File: config.mk
export PLATFORM = sky130hd
export DESIGN_NAME = muldiv_unit
export DESIGN_NICKNAME = d
export VERILOG_FILES = /design/src/rtl/muldiv_unit.sv
export SDC_FILE = /design/constraint.sdc
export NUM_CORES = 1
export LEC_CHECK = 0
export ABC_AREA = 1
export BUFFER_PORTS_ARGS = -buffer_cell sky130_fd_sc_hd__clkbuf_2
export CELL_PAD_IN_SITES_DETAIL_PLACEMENT = 0
export CELL_PAD_IN_SITES_GLOBAL_PLACEMENT = 1
export CORE_ASPECT_RATIO = 1.25
export CORE_MARGIN = 5
export CORE_UTILIZATION = 40
export CTS_BUF_LIST = sky130_fd_sc_hd__clkbuf_8
export DETAILED_ROUTE_END_ITERATION = 8
export PLACE_DENSITY = 0.79
export SLEW_MARGIN = 20
export SYNTH_ARGS = -nofsm -noshare
export SYNTH_HDL_FRONTEND = slang
export SYNTH_SLANG_ARGS = --single-unit
File: constraint.sdc
create_clock -name clk -period 7.71 [get_ports clk]
set_clock_uncertainty 0.1 [all_clocks]
set_input_delay 0 -clock clk [delete_from_list [all_inputs] [get_ports clk]]
set_output_delay 0 -clock clk [all_outputs]
set_load 0.01 [all_outputs]
File: src/rtl/muldiv_unit.sv
// muldiv_unit: iterative radix-2 RV32M multiply/divide unit.
// Operands are reduced to magnitudes on acceptance. One shift-add (multiply)
// or one shift-subtract (restoring divide) step runs per clock, and the sign
// is reapplied on the final step. Divide-by-zero and signed overflow finish
// in a single cycle with the RISC-V defined results.
module muldiv_unit #(
  parameter int XLEN = 32
) (
  input  logic            clk,
  input  logic            reset,
  input  logic            start,
  input  logic [2:0]      op,
  input  logic [XLEN-1:0] a,
  input  logic [XLEN-1:0] b,
  output logic            busy,
  output logic            done,
  output logic [XLEN-1:0] result
);

  localparam int              CW      = $clog2(XLEN) + 1;
  localparam logic [CW-1:0]   LAST    = CW'(XLEN - 1);
  localparam logic [XLEN-1:0] MIN_INT = {1'b1, {(XLEN-1){1'b0}}};

  typedef enum logic [1:0] {
    IDLE = 2'd0,
    CALC = 2'd1,
    DONE = 2'd2
  } state_t;

  state_t state, state_next;

  // Latched operation context; acc holds {hi, lo} of the product, or
  // {remainder, dividend/quotient} while dividing.
  logic [2:0]        op_q;
  logic [XLEN-1:0]   opnd_q;
  logic [2*XLEN-1:0] acc_q;
  logic              neg_q;
  logic [CW-1:0]     count_q;

  logic              accept;
  logic              last_iter;
  logic              signed_a;
  logic              signed_b;
  logic              sign_a;
  logic              sign_b;
  logic              div_zero;
  logic              div_ovf;
  logic              special;
  logic              neg_in;
  logic [XLEN-1:0]   mag_a;
  logic [XLEN-1:0]   mag_b;
  logic [XLEN-1:0]   special_value;

  logic [XLEN:0]     mul_sum;
  logic [XLEN:0]     div_shift;
  logic [XLEN:0]     div_diff;
  logic [2*XLEN-1:0] acc_next;
  logic [2*XLEN-1:0] prod_signed;
  logic [XLEN-1:0]   quot;
  logic [XLEN-1:0]   remd;
  logic [XLEN-1:0]   final_value;

  // Decode the incoming request: signedness, magnitudes and short-cut results.
  always_comb begin
    accept        = start && ((state == IDLE) || (state == DONE));
    signed_a      = (op == 3'b001) || (op == 3'b010) || (op == 3'b100) || (op == 3'b110);
    signed_b      = (op == 3'b001) || (op == 3'b100) || (op == 3'b110);
    sign_a        = signed_a && a[XLEN-1];
    sign_b        = signed_b && b[XLEN-1];
    mag_a         = sign_a ? -a : a;
    mag_b         = sign_b ? -b : b;
    neg_in        = (op[2] && op[1]) ? sign_a : (sign_a ^ sign_b);
    div_zero      = op[2] && (b == '0);
    div_ovf       = ((op == 3'b100) || (op == 3'b110)) && (a == MIN_INT) && (b == '1);
    special       = div_zero || div_ovf;
    special_value = '0;
    if (div_zero) begin
      special_value = op[1] ? a : '1;
    end else begin
      special_value = op[1] ? '0 : a;
    end
  end

  // One radix-2 iteration: shift-add for multiply, shift-subtract for divide.
  always_comb begin
    mul_sum   = {1'b0, acc_q[2*XLEN-1:XLEN]} + (acc_q[0] ? {1'b0, opnd_q} : '0);
    div_shift = {acc_q[2*XLEN-1:XLEN], acc_q[XLEN-1]};
    div_diff  = div_shift - {1'b0, opnd_q};
    acc_next  = acc_q;
    if (op_q[2]) begin
      if (!div_diff[XLEN]) begin
        acc_next = {div_diff[XLEN-1:0], acc_q[XLEN-2:0], 1'b1};
      end else begin
        acc_next = {div_shift[XLEN-1:0], acc_q[XLEN-2:0], 1'b0};
      end
    end else begin
      acc_next = {mul_sum, acc_q[XLEN-1:1]};
    end
    last_iter = (count_q == LAST);
  end

  // Reapply the sign to the outcome of the final iteration and select the field.
  always_comb begin
    prod_signed = neg_q ? -acc_next : acc_next;
    quot        = neg_q ? -acc_next[XLEN-1:0] : acc_next[XLEN-1:0];
    remd        = neg_q ? -acc_next[2*XLEN-1:XLEN] : acc_next[2*XLEN-1:XLEN];
    final_value = '0;
    case (op_q)
      3'b000:         final_value = prod_signed[XLEN-1:0];
      3'b001, 3'b010,
      3'b011:         final_value = prod_signed[2*XLEN-1:XLEN];
      3'b100, 3'b101: final_value = quot;
      default:        final_value = remd;
    endcase
  end

  // State register.
  always_ff @(posedge clk) begin
    if (reset) begin
      state <= IDLE;
    end else begin
      state <= state_next;
    end
  end

  // Next-state logic and status outputs decoded from the registered state.
  always_comb begin
    state_next = state;
    busy       = (state == CALC);
    done       = (state == DONE);
    case (state)
      IDLE: begin
        if (accept) begin
          state_next = special ? DONE : CALC;
        end
      end
      CALC: begin
        if (last_iter) begin
          state_next = DONE;
        end
      end
      DONE: begin
        if (accept) begin
          state_next = special ? DONE : CALC;
        end else begin
          state_next = IDLE;
        end
      end
      default: state_next = IDLE;
    endcase
  end

  // Operand capture on acceptance, iteration while calculating, result write on entry to DONE.
  always_ff @(posedge clk) begin
    if (reset) begin
      op_q    <= '0;
      opnd_q  <= '0;
      acc_q   <= '0;
      neg_q   <= 1'b0;
      count_q <= '0;
      result  <= '0;
    end else if (accept) begin
      op_q    <= op;
      neg_q   <= neg_in;
      count_q <= '0;
      if (op[2]) begin
        opnd_q <= mag_b;
        acc_q  <= {{XLEN{1'b0}}, mag_a};
      end else begin
        opnd_q <= mag_a;
        acc_q  <= {{XLEN{1'b0}}, mag_b};
      end
      if (special) begin
        result <= special_value;
      end
    end else if (state == CALC) begin
      acc_q   <= acc_next;
      count_q <= count_q + CW'(1);
      if (last_iter) begin
        result <= final_value;
      end
    end
  end

endmodule
==> flow_summary.toml <==
[cells_and_area]
fin_nets = 3522
area_growth_pct = 11.3
layoutNonFillerInstCount = 3965
layout-drive-gt1-share_pct = 8.81
insertedDiodeCount = 0

[setup_path]
cp_slowest_cell = "dfxtp_1"
cp_common_cell = "nand2_1"
critical_path_class = "reg -> reg"
crit_start = "acc_q[46]$_SDFFE_PP0P_"
r2r_start = "acc_q[46]$_SDFFE_PP0P_"
start_kind = "flip-flop"
cp.arrival_ps = 5720
crit_required_ps = 8020
worst-path-max-fanout = 24
worstSetupEndpointType = "flip-flop"
max_stage_delay_ps = 670

[sta]
setup_violations = 0
finalHoldViolCount = 0
hold_ws_ps = 36.5
worstMarginPinSlew_ps = 1100
fin_crit_sh_pct = 70.1
tns_ps = 0
max_clock_freq_mhz = 185
slew_headroom_pct = 25.9
fin_crit_ps = 5400
slew_viol_final = 0
rsz0062_at_grt = "no"

[clock_network]
cts_sinks = 140
post_cts_buffers = 0
cts_max_path_buffers = 2
post_cts_resized = 0
cts_buffers = 17
clk_latency_ps = 540
cts_root_buf = "clkbuf_8"
cts.htree.levels = 4
cts_tree = "built"
clk_pin_slew_worst_paths_ps = 100

[logic_synthesis]
synth_common_cells = "nand2_1 (1000), inv_1 (473), nor2_1 (316), nand3_1 (263), o21ai_0 (211)"
yosysSeqAreaShare_pct = 15.7
synthesis.area_mm2 = 0.0179
ys_warn_count = 0
synth.avg_cell_area_um2 = 5.45
synth.most_common_cell = "nand2_1"
synth_area_leaders = "nand2_1 (21%), dfxtp_1 (16%), inv_1 (9.9%)"
yosysTopAreaCellShare_pct = 21.0
async_flop_share_pct = 0
synth.distinct_cells = 56
synth_area_leader_cell = "nand2_1"
synth_fp_nets = 3420
synthFlopType = "dfxtp_1"
syn_inst = 3278
synth-edff-count = 0
ys_ff_latch = 140

[routing]
wl_per_cell_um = 22.2
routed_wl_mm = 88.0
ant_nets = 0
drt_iter0_markers = 2244
num_vias = 22240
drt-pass1-iter-count = 7
post-route-drc-count = 0
viasPerCell = 5.61

[floorplanning]
core_mm2 = 0.0441
die-area_mm2 = 0.0490
die_w_um = 199
rows = 86
die_h_um = 246
boundaryPins = 104
start_util_pct = 40.5

[power_and_ir_drop]
ir_drop_uv = 104
powerDensity_mw_per_mm2 = 150
power.total_uw = 2990
p_leak_uw = 0.0104

[placed_design]
hpwl_mm = 70.5
routabilityCongestion = 1.09
dp.cells = 3862
port-buffer-count = 103

[global_route]
grt_pass1_vias = 20682
antenna_found_initial = 2
grt_first_pass_wirelength_mm = 130
track_usage_pct = 35.2
grt_max_degree = 87
grt_overflow = 0

[outcome]
status = "finished, final reports clean"

[hold_path]
hp-class = "in -> reg"
holdCritStartpoint = "op[2]"

[job]
drv_cap = 0
[report_power, final]
| group | internal, uW | switching [uW] |
|---|---|---|
| Clock | 276 | 381 |
| Sequential | 774 | 62.5 |
| Combinational | 442 | 1050 |
[registers in the layout (all words and copies together), names as in the netlist]
signal	count
acc_q	64
opnd_q	32
result	32
count_q	6
op_q	3
state	2
neg_q	1
[cell usage in the layout, fill, tap and decap left out, types with 6 or more instances in the layout]
master / n
nand3_2: 14
dfxtp_1: 138
clkbuf_8: 18
or2_2: 15
a21oi_1: 208
nand2_4: 8
xor2_1: 49
o21ai_0: 211
nor4_1: 9
nand3b_1: 31
inv_2: 13
nor3_1: 38
a21o_1: 6
nand2_2: 32
nand2_1: 999
nor2_1: 311
clkbuf_2: 103
a22oi_1: 17
a31oi_1: 20
inv_1: 471
o22ai_1: 14
o211ai_1: 34
inv_6: 6
o21bai_1: 10
nand3_1: 263
nand4_1: 32
xnor2_1: 31
o221ai_1: 11
buf_4: 34
ha_1: 70
o21ai_1: 19
nor2_2: 23
dlygate4sd3_1: 71
o21ai_2: 8
[final timing paths]
kind	end	slack, ps	cells after the start
worst min-delay path	opnd_q[14]$_SDFFE_PP0P_	40	4
worst max-delay path	result[10]$_SDFFE_PP0P_	2310	30
worst max register to register	result[10]$_SDFFE_PP0P_	2310	30
worst min register to register	count_q[2]$_SDFFE_PP0P_	400	2
[critical path, delay by kind of cell (launching register included)]
family | cells | cell delay, ps
AND/OR/NAND/NOR | 21 | 2980
flip-flops | 1 | 670
AO/OA/AOI/OAI | 4 | 650
adder cells (fa/ha/maj) | 2 | 580
buffers and inverters | 3 | 240
[cell families after synthesis]
kind of cell | synth area share [%]
xor+xnor | 3.92
simple gates | 42.9
mux | 0.0560
fa+ha+maj | 5.13
compound gates | 18.6
buf+inv | 13.7
flops | 15.7
[metal layers]
| layer | part of all wire, % | wire length (um) | up-vias | global-route usage, % |
|---|---|---|---|---|
| met5 | 0.031 | 27 | - | 0 |
| met4 | 9.9 | 8700 | 4 | 27.7 |
| met3 | 7.1 | 6260 | 295 | 5.24 |
| met2 | 46 | 40100 | 1076 | 57.6 |
| met1 | 37 | 32800 | 10141 | 40.8 |
| li1 | - | - | 10724 | - |
[area by class of cell]
type	instances	area (um^2)
clock buffers	18	248
clock inverters	14	148
fillers	4910	24200
inverters	489	1840
multi-input cells	2524	12600
flip-flops and latches	140	2810
well taps	572	716
repair buffers	208	1480
[per-stage QoR]
step | utilization, % | setup slack (ps) | cell area, um^2
3_5_place_dp | 42.6 | 2480 | 18800
3_3_place_gp | 42.6 | 2510 | 18800
4_1_cts | 45.1 | 2410 | 19900
2_1_floorplan | - | 3820 | 17900
6_report | 45.1 | 2310 | 19900
5_1_grt | 45.1 | 1830 | 19900
[timing repair]
action / CTS / global route
hold endpoints to repair: 79 / 0
hold buffers: 71 / 0
endpoints found under the setup margin: 0 / 0
(Power assumes the default switching activity.)
